**src/rtl/mem_bus_pkg.sv**
```systemverilog
// Shared definitions for the native memory bus: access size encodings,
// the initiator FSM state type, base write-strobe masks and an alignment helper.
package mem_bus_pkg;

  localparam logic [1:0] SIZE_BYTE = 2'd0;
  localparam logic [1:0] SIZE_HALF = 2'd1;
  localparam logic [1:0] SIZE_WORD = 2'd2;

  typedef enum logic [1:0] {
    ST_IDLE = 2'd0,
    ST_BUS  = 2'd1,
    ST_RESP = 2'd2
  } state_e;

  // Strobe patterns for lane 0; shifted left by the byte offset for narrow stores.
  localparam logic [3:0] WSTRB_BYTE = 4'b0001;
  localparam logic [3:0] WSTRB_HALF = 4'b0011;
  localparam logic [3:0] WSTRB_WORD = 4'b1111;

  // Halves need an even address, words (size 2 or 3) a multiple of four.
  function automatic logic is_misaligned(input logic [1:0] size, input logic [1:0] addr_lo);
    case (size)
      SIZE_BYTE: return 1'b0;
      SIZE_HALF: return addr_lo[0];
      default:   return |addr_lo;
    endcase
  endfunction

endpackage

```
**src/rtl/mem_lane_align.sv**
```systemverilog
// Combinational byte-lane handling for a 32-bit data port.
// Store side: write-strobe and replicated write-data generation.
// Load side: right-align the addressed lanes and sign/zero extend.
module mem_lane_align
  import mem_bus_pkg::*;
(
  input  logic [1:0]  size_i,
  input  logic [1:0]  addr_lo_i,
  input  logic        write_i,
  input  logic [31:0] wdata_i,
  output logic [3:0]  wstrb_o,
  output logic [31:0] wdata_o,
  input  logic        instr_i,
  input  logic        unsigned_i,
  input  logic [31:0] rdata_i,
  output logic [31:0] rdata_o
);

  logic [31:0] shifted;

  // Store steering: replicate narrow data across the word and place the strobes.
  always_comb begin
    // NOTE: every output gets a default before the case so no path leaves it unassigned (no latch).
    wstrb_o = 4'b0000;
    wdata_o = wdata_i;
    case (size_i)
      SIZE_BYTE: begin
        wstrb_o = WSTRB_BYTE << addr_lo_i;
        wdata_o = {4{wdata_i[7:0]}};
      end
      SIZE_HALF: begin
        wstrb_o = WSTRB_HALF << addr_lo_i;
        wdata_o = {2{wdata_i[15:0]}};
      end
      default: wstrb_o = WSTRB_WORD;
    endcase
    if (!write_i) begin
      wstrb_o = 4'b0000;
    end
  end

  // Load extraction: fetches return the raw word, loads are shifted and extended.
  always_comb begin
    shifted = rdata_i >> {addr_lo_i, 3'b000};
    rdata_o = rdata_i;
    if (!instr_i) begin
      case (size_i)
        SIZE_BYTE: rdata_o = {{24{shifted[7] & ~unsigned_i}}, shifted[7:0]};
        SIZE_HALF: rdata_o = {{16{shifted[15] & ~unsigned_i}}, shifted[15:0]};
        default:   rdata_o = rdata_i;
      endcase
    end
  end

endmodule

```
**src/rtl/mem_initiator.sv**
```systemverilog
// Native memory bus initiator: accepts one core request at a time, runs it on
// the valid/ready mem bus and returns a one-cycle response.
// Optional bus timeout is enabled by defining MEM_TIMEOUT_EN.
module mem_initiator
  import mem_bus_pkg::*;
#(
  parameter int ADDR_WIDTH     = 16,
  parameter int TIMEOUT_CYCLES = 255
) (
  input  logic                  clk,
  input  logic                  reset,
  input  logic                  io_req_valid,
  output logic                  io_req_ready,
  input  logic                  io_req_instr,
  input  logic                  io_req_write,
  input  logic [1:0]            io_req_size,
  input  logic                  io_req_unsigned,
  input  logic [ADDR_WIDTH-1:0] io_req_addr,
  input  logic [31:0]           io_req_wdata,
  output logic                  io_rsp_valid,
  output logic [31:0]           io_rsp_rdata,
  output logic                  io_rsp_error,
  output logic                  io_mem_valid,
  output logic                  io_mem_instr,
  output logic [3:0]            io_mem_wstrb,
  output logic [31:0]           io_mem_wdata,
  output logic [ADDR_WIDTH-1:0] io_mem_addr,
  input  logic [31:0]           io_mem_rdata,
  input  logic                  io_mem_ready
);

  state_e                state_q, state_d;
  logic                  mem_valid_q, mem_valid_d;
  logic                  mem_instr_q, mem_instr_d;
  logic [3:0]            mem_wstrb_q, mem_wstrb_d;
  logic [31:0]           mem_wdata_q, mem_wdata_d;
  logic [ADDR_WIDTH-1:0] mem_addr_q, mem_addr_d;
  logic [1:0]            size_q, size_d;
  logic [1:0]            off_q, off_d;
  logic                  uns_q, uns_d;
  logic                  write_q, write_d;
  logic [31:0]           rsp_rdata_q, rsp_rdata_d;
  logic                  rsp_error_q, rsp_error_d;

  logic [1:0]  align_size;
  logic [1:0]  align_off;
  logic [3:0]  align_wstrb;
  logic [31:0] align_wdata;
  logic [31:0] align_rdata;

`ifdef MEM_TIMEOUT_EN
  localparam int CNT_W = ($clog2(TIMEOUT_CYCLES + 1) > 8) ? $clog2(TIMEOUT_CYCLES + 1) : 8;
  logic [CNT_W-1:0] wait_cnt_q, wait_cnt_d;
`else
  logic unused_timeout_cfg;
  assign unused_timeout_cfg = ^TIMEOUT_CYCLES;
`endif

  // In IDLE the aligner steers the incoming store; afterwards it extracts the
  // load using the size and offset captured at accept.
  assign align_size = (state_q == ST_IDLE) ? io_req_size       : size_q;
  assign align_off  = (state_q == ST_IDLE) ? io_req_addr[1:0]  : off_q;

  mem_lane_align u_align (
    .size_i     (align_size),
    .addr_lo_i  (align_off),
    .write_i    (io_req_write),
    .wdata_i    (io_req_wdata),
    .wstrb_o    (align_wstrb),
    .wdata_o    (align_wdata),
    .instr_i    (mem_instr_q),
    .unsigned_i (uns_q),
    .rdata_i    (io_mem_rdata),
    .rdata_o    (align_rdata)
  );

  // Next-state and registered-output logic for the IDLE/BUS/RESP sequence.
  always_comb begin
    state_d     = state_q;
    mem_valid_d = mem_valid_q;
    mem_instr_d = mem_instr_q;
    mem_wstrb_d = mem_wstrb_q;
    mem_wdata_d = mem_wdata_q;
    mem_addr_d  = mem_addr_q;
    size_d      = size_q;
    off_d       = off_q;
    uns_d       = uns_q;
    write_d     = write_q;
    rsp_rdata_d = rsp_rdata_q;
    rsp_error_d = rsp_error_q;
`ifdef MEM_TIMEOUT_EN
    wait_cnt_d  = wait_cnt_q;
`endif
    case (state_q)
      ST_IDLE: begin
        if (io_req_valid) begin
          size_d  = io_req_size;
          off_d   = io_req_addr[1:0];
          uns_d   = io_req_unsigned;
          write_d = io_req_write;
          if (is_misaligned(io_req_size, io_req_addr[1:0])) begin
            rsp_error_d = 1'b1;
            rsp_rdata_d = 32'h0;
            state_d     = ST_RESP;
          end else begin
            mem_addr_d  = {io_req_addr[ADDR_WIDTH-1:2], 2'b00};
            mem_instr_d = io_req_instr;
            mem_wstrb_d = align_wstrb;
            mem_wdata_d = align_wdata;
            mem_valid_d = 1'b1;
            rsp_error_d = 1'b0;
`ifdef MEM_TIMEOUT_EN
            wait_cnt_d  = '0;
`endif
            state_d     = ST_BUS;
          end
        end
      end
      ST_BUS: begin
        if (io_mem_ready) begin
          mem_valid_d = 1'b0;
          mem_wstrb_d = 4'b0000;
          rsp_rdata_d = write_q ? 32'h0 : align_rdata;
          rsp_error_d = 1'b0;
          state_d     = ST_RESP;
        end
`ifdef MEM_TIMEOUT_EN
        else if (wait_cnt_q == CNT_W'(TIMEOUT_CYCLES - 1)) begin
          mem_valid_d = 1'b0;
          mem_wstrb_d = 4'b0000;
          rsp_rdata_d = 32'h0;
          rsp_error_d = 1'b1;
          state_d     = ST_RESP;
        end else begin
          wait_cnt_d = wait_cnt_q + 1'b1;
        end
`endif
      end
      ST_RESP: begin
        rsp_rdata_d = 32'h0;
        rsp_error_d = 1'b0;
        state_d     = ST_IDLE;
      end
      default: state_d = ST_IDLE;
    endcase
  end

  // State and output registers with synchronous reset.
  always_ff @(posedge clk) begin
    // NOTE: sequential state uses non-blocking assignments so every register samples pre-edge values.
    if (reset) begin
      state_q     <= ST_IDLE;
      mem_valid_q <= 1'b0;
      mem_instr_q <= 1'b0;
      mem_wstrb_q <= 4'b0000;
      mem_wdata_q <= 32'h0;
      mem_addr_q  <= '0;
      size_q      <= SIZE_BYTE;
      off_q       <= 2'b00;
      uns_q       <= 1'b0;
      write_q     <= 1'b0;
      rsp_rdata_q <= 32'h0;
      rsp_error_q <= 1'b0;
`ifdef MEM_TIMEOUT_EN
      wait_cnt_q  <= '0;
`endif
    end else begin
      state_q     <= state_d;
      mem_valid_q <= mem_valid_d;
      mem_instr_q <= mem_instr_d;
      mem_wstrb_q <= mem_wstrb_d;
      mem_wdata_q <= mem_wdata_d;
      mem_addr_q  <= mem_addr_d;
      size_q      <= size_d;
      off_q       <= off_d;
      uns_q       <= uns_d;
      write_q     <= write_d;
      rsp_rdata_q <= rsp_rdata_d;
      rsp_error_q <= rsp_error_d;
`ifdef MEM_TIMEOUT_EN
      wait_cnt_q  <= wait_cnt_d;
`endif
    end
  end

  assign io_req_ready = (state_q == ST_IDLE);
  assign io_rsp_valid = (state_q == ST_RESP);
  assign io_rsp_rdata = rsp_rdata_q;
  assign io_rsp_error = rsp_error_q;
  assign io_mem_valid = mem_valid_q;
  assign io_mem_instr = mem_instr_q;
  assign io_mem_wstrb = mem_wstrb_q;
  assign io_mem_wdata = mem_wdata_q;
  assign io_mem_addr  = mem_addr_q;

endmodule

```
**config.mk**
```make
export PLATFORM = sky130hd
export DESIGN_NAME = mem_initiator
export DESIGN_NICKNAME = d
export VERILOG_FILES = /design/src/rtl/mem_bus_pkg.sv /design/src/rtl/mem_lane_align.sv /design/src/rtl/mem_initiator.sv
export SDC_FILE = /design/constraint.sdc
export NUM_CORES = 1
export LEC_CHECK = 0
export BUFFER_PORTS_ARGS = -buffer_cell sky130_fd_sc_hd__buf_2
export CORE_MARGIN = 2
export CORE_UTILIZATION = 35
export CTS_BUF_LIST = sky130_fd_sc_hd__clkbuf_8 sky130_fd_sc_hd__clkbuf_16
export CTS_CLUSTER_SIZE = 14
export DETAILED_ROUTE_END_ITERATION = 8
export SLEW_MARGIN = 20
export SYNTH_ARGS = -nofsm -noshare
export SYNTH_HDL_FRONTEND = slang
export SYNTH_HIERARCHICAL = 1
export SYNTH_SLANG_ARGS = --single-unit
export TNS_END_PERCENT = 20
```
**constraint.sdc**
```tcl
create_clock -name clk -period 3.1 [get_ports clk]
set_clock_uncertainty 0.05 [all_clocks]
set_input_delay 0.465 -clock clk [delete_from_list [all_inputs] [get_ports clk]]
set_output_delay 0.465 -clock clk [all_outputs]
set_load 0.01 [all_outputs]
```
## Word-level counts from Yosys, hierarchy flattened

Cells that the tools add are included.

| word-level totals | value |
|---|---|
| register bits after elaboration | 93 |
| input port bits | 89 |
| output and inout port bits | 89 |
| logic and storage cells | 69 |

| cells by class | value |
|---|---|
| equality and inequality tests | 8 |
| shift operators | 3 |
| multiplexer cells | 30 |
| bitwise gates (word level) | 4 |
| reduce and logical (&&, ||, !) cells | 12 |

Operators with widths:

| kind | number |
|---|---|
| $mux 32 | 5 |
| $pmux 32 s2 | 2 |
| $pmux 32 s3 | 1 |
| $shr 32x5->16 | 1 |
| $mux 4 | 4 |
| $pmux 4 s2 | 2 |
| $mux 2 | 5 |
| $reduce_and 4->1 | 2 |
| $mux 1 | 7 |
| $eq 2x1->1 const B | 3 |
| $logic_not 2->1 | 3 |
| $ne 2x2->1 const B | 3 |
| $reduce_and 3->1 | 2 |
| $pmux 1 s2 | 2 |
| $pmux 2 s2 | 1 |
| $reduce_and 2->1 | 2 |
| $shl 1x2->4 const A | 1 |
| $shl 2x2->4 const A | 1 |
| $pmux 1 s3 | 1 |
| $reduce_bool 3->1 | 1 |
| $and 1x1->1 | 2 |
| $eq 2x2->1 const B | 1 |
| $ne 2x1->1 const B | 1 |
| $not 1->1 | 2 |
| 2 further kinds | 2 |

## Logic depth before layout (Yosys ltp)

| depth | value |
|---|---|
| depth after elaboration | 9 |
| mapped depth | 13 |
| depth with buffers taken out | 9 |

## Modules after synthesis

Netlist, hierarchy kept.

Modules (own cells, without submodules):

| module | instances | cells an instance | area each (sq um) | sequential area each (sq um) |
|---|---|---|---|---|
| mem_initiator | 1 | 427 | 3567.2 | 1861.8 |
| mem_lane_align | 1 | 187 | 1247.4 | 0.0 |

## Worst setup path before layout

No wires, ideal clock.

| timing path | value |
|---|---|
| kind | register -> register |
| start point | register state_q[0] |
| end point | register rsp_rdata_q[23] (netlist: io_rsp_rdata[23]) |
| library setup time | 119 ps |
| arrival | 2843 ps |
| required time | 2931 ps |
| setup slack | 88 ps |
| cell stages (with the launch flop) | 14 |
| buffers on the path | 4 |
| period minus slack after synthesis | 3012 ps |
| cell sequence | dfxtp_1 > inv_1 > ha_1 > clkbuf_1 > clkbuf_1 > mux2_2 > buf_6 > mux2_4 > a222oi_1 > nor3_2 > buf_6 > a21o_1 > nand3_1 > o21ai_1 |

| between the ends | value |
|---|---|
| word-level cells in the longest chain between the ends | 9 |
| elaborated cells between the ends (all ways) | 20 |
| those cells by class | 6 x eq/ne; 1 x shift; 7 x mux; 2 x bitwise; 4 x reduce/logical |

Ends and longest elaborated chain:

| element | RTL line | RTL |
|---|---|---|
| start: declaration | mem_initiator.sv:32 | `state_e state_q, state_d;` |
| start signal: assignment | mem_initiator.sv:168 | `state_q <= state_d;` |
| $logic_not 2->1 * | -- |  |
| via io_req_ready | mem_initiator.sv:13 | `output logic io_req_ready,` |
| $mux 2 * | mem_initiator.sv:62 | `assign align_off = (state_q == ST_IDLE) ? io_req_addr[1:0] : off_q;` |
| via align_off[1] | mem_initiator.sv:46 | `logic [1:0] align_off;` |
| $shr 32x5->16 * | mem_lane_align.sv:44 | `shifted = rdata_i >> {addr_lo_i, 3'b000};` |
| $and 1x1->1 (on tied branches) | mem_lane_align.sv:49, mem_lane_align.sv:48 |  |
| $pmux 32 s2 * | mem_lane_align.sv:47 | `case (size_i)` |
| $mux 32 * | mem_lane_align.sv:46 | `if (!instr_i) begin` |
| via align_rdata[23] | mem_initiator.sv:49 | `logic [31:0] align_rdata;` |
| $mux 32 * | mem_initiator.sv:123 | `rsp_rdata_d = write_q ? 32'h0 : align_rdata;` |
| $mux 32 * | mem_initiator.sv:120 | `if (io_mem_ready) begin` |
| $pmux 32 s3 * | mem_initiator.sv:94 | `case (state_q)` |
| end signal: assignment | mem_initiator.sv:178 | `rsp_rdata_q <= rsp_rdata_d;` |
| end: declaration | mem_initiator.sv:42 | `logic [31:0] rsp_rdata_q, rsp_rdata_d;` |

Mark *: on every way through the listed nets, which the timed path passes. The rest lies on a longest branch. The select of a mux whose other input is x is not followed.
A chain may end at the register's enable or synchronous reset.

## Worst setup path after layout

| timing path | value |
|---|---|
| start point | register state_q[1] |
| end point | register rsp_rdata_q[15] (netlist: io_rsp_rdata[15]) |

| between the ends | value |
|---|---|
| word-level cells in the longest chain between the ends | 9 |
| elaborated cells between the ends (all ways) | 19 |
| those cells by class | 6 x eq/ne; 1 x shift; 7 x mux; 1 x bitwise; 4 x reduce/logical |

Ends and longest elaborated chain:

| element | RTL line | RTL |
|---|---|---|
| $logic_not 2->1 * | mem_initiator.sv:62 |  |
| $mux 2 * | mem_initiator.sv:62 |  |
| via align_off[1] | mem_initiator.sv:46 |  |
| $shr 32x5->16 * | mem_lane_align.sv:44 |  |
| $and 1x1->1 | mem_lane_align.sv:48 | `SIZE_BYTE: rdata_o = {{24{shifted[7] & ~unsigned_i}}, shifted[7:0]};` |
| $pmux 32 s2 * | mem_lane_align.sv:47 |  |
| $mux 32 * | mem_lane_align.sv:46 |  |
| via align_rdata[15] | mem_initiator.sv:49 |  |
| $mux 32 * | mem_initiator.sv:123 |  |
| $mux 32 * | mem_initiator.sv:120 |  |
| $pmux 32 s3 * | mem_initiator.sv:94 |  |

Marked as above.

==> results.ini <==
[run_status]
status=completed

[floorplanning]
start_util_pct=36.1
rows=42
core_mm2=0.0133
die_w_um=121
chipHeight_um=121
ioPinCount=178
die_area_mm2=0.0147

[setup_path]
criticalPathCategory=flop to flop
worstPathRequired_ps=3320
worst_setup_path_end_kind=flop
worst_setup_path_start_kind=flop
arrival_ps=3020
crit_fanout=10
r2r_cells=9

[clocking]
postCtsResizedCells=0
ctsRootBufferMaster=clkbuf_16
htreeDepth=3
clock-sinks=93
cts_tree=done
path_clk_slew_ps=70
clockBufferDepth=2
cts_buffers=9
clock_latency_ps=340
post_cts_buffers=0
hold_buffers=0

[logic_synthesis]
yosys.cell_count.top_type=nand2_1
synth_compound_area_share_pct=21.9
synth_top_family_by_area=simple AND/OR/NAND/NOR gates
synthSimpleGateAreaFrac_pct=23.1
post-synth-top-area-cell=dfxtp_1
yosys.cell_types.count=46
yosysTopAreaCellShare_pct=38.7
synth_area_mm2=0.00481
ys_seq_elements=93
synth_fa_ha_area_share_pct=1.04
yosys_warnings=6
yosysSeqAreaShare_pct=38.7
async_reset_ff_share_pct=0
ys_top_cells_by_area=dfxtp_1 39%, nand2_1 9.4%, a21oi_1 7.3%
synth-main-ff-cell=dfxtp_1
synth_mux_area_share_pct=8.55
synth.top_cells.by_count=121 x nand2_1, 93 x dfxtp_1, 70 x a21oi_1
syn_area_per_cell_um2=7.84
synth-edff-count=0
syn_inst=614
synth-xor-area-share_pct=0.182

[global_route]
grtUsageMet3_pct=3.90
antenna_found_initial=1
grt_pass1_wl_um=23400
top_usage_layer=met2
gr-usage-met1_pct=26.9
grt_max_degree=65
grt_usage_pct=20.1
grt_overflow_total=0
grt_pass1_vias=4561
grtUsageMet2_pct=31.6

[placed_design]
dp_hpwl_um=10700
placed_area_mm2=0.00573
place_inst=919
portBuffers=175
gp_congestion=0.930

[detailed_routing]
drt-initial-drc-count=263
wl_per_cell_um=15.7
num_vias=4770
wl_um=14700
firstDrtPassIters=5
route.detailed.drc=0
avgViaCountPerCell=5.10
postRouteAntennaNets=0

[timing]
rsz0062_at_grt=false
finalHoldViolCount=0
finalWorstPathRequiredPeriod_ps=2800
fin_tns_setup_ps=0
min_period_over_period_pct=90.3
worstMarginPinSlew_ps=606
setup-violations-final=0
finalMaxSlewViolations=0
max_freq_mhz=357
slew_headroom_pct=59.6

[finish]
drive_gt1_share_pct=31.9
fin_area_mm2=0.00601
fillers=1393
area_growth_pct=24.8
nNetsFinal=847
stdcell_count=935

[hold_path]
worstHoldPathCells=3
hold_class=primary input to flop

[pwr]
power_density_mw_per_mm2=535
p_leak_nw=2.72
ir_worst_vdd_mv=0.243

[run]
drv_cap=0

[per-stage QoR]
step                utilization [%]  setup slack, ps  power [mW]  hold WS (ps)
floorplan                         -             87.9        1.96           384
global placement               43.0              325        2.20           389
detailed placement             43.0              203        2.22           393
CTS                            44.9              172        3.25           294
global route                   45.0              111        3.39           310
finish                         45.0              300        3.21           307
[worst paths after layout]
check,slack (ps),end,startpoint
max,300,io_rsp_rdata[15],state_q[1]
min reg2reg,400,io_mem_addr[8],io_mem_addr[8]
min,310,io_mem_addr[6],io_req_addr[6]
max reg2reg,300,io_rsp_rdata[15],state_q[1]
[layout make-up]
type / count / area (um^2) / share of cell area, %
multi-input combinational: 458 / 2650 / 44.1
sequential: 93 / 1860 / 31.0
timing repair buffer: 189 / 993 / 16.5
clock buffer: 9 / 225 / 3.75
tap: 176 / 220 / 3.67
clock inverter: 6 / 41.3 / 0.687
inverter: 3 / 11.3 / 0.187
antenna: 1 / 2.50 / 0.0416
[power by group]
group / switching (mW) / internal (mW)
registers: 0.0329 / 1.26
clock network: 0.468 / 0.539
logic: 0.532 / 0.383
[logic make-up (layout without fill, tap and decap cells)]
family                     count (synthesis)  count (layout)
buffers and inverters                     64             207
DFF                                       93              93
other                                      1               3
and+or+nand+nor                          245             245
adders and majority gates                  4               4
AOI/OAI and AO/OA                        168             168
xor gates and xnor gates                   1               1
muxes                                     38              38
[sequential cells by signal, indices dropped and copies added, names as in the netlist]
| name | count |
|---|---|
| state_q | 2 |
| io_mem_instr | 1 |
| io_mem_valid | 1 |
| io_rsp_error | 1 |
| write_q | 1 |
| size_q | 2 |
| io_mem_wdata | 32 |
| uns_q | 1 |
| io_mem_addr | 14 |
| io_rsp_rdata | 32 |
| off_q | 2 |
| io_mem_wstrb | 4 |
[cell usage in the layout (no fill, tap or decap), types with 16 or more instances in the layout]
master / instances
mux2i_1: 16
buf_2: 175
nor2_1: 36
a21o_1: 20
o21ai_0: 16
dfxtp_1: 93
a21oi_1: 70
nand3_1: 39
nand2b_1: 32
mux2_2: 21
nand2_1: 121
o21ai_1: 30
[routing by layer]
layer,share of wire [%],vias up
met2,46,154
li1,-,2369
met5,0,-
met4,2.1,0
met3,5.6,29
met1,46,2218
[critical path, cell delays in order (launching register included)]
cell	delay (ps)
dfxtp_1	330
inv_1	100
ha_1	390
mux2_2	470
mux2_2	280
mux2i_1	80
or4_1	590
a31oi_1	240
nand3_1	100
o21ai_1	90
No activity file was read; power rests on OpenSTA's default activity.
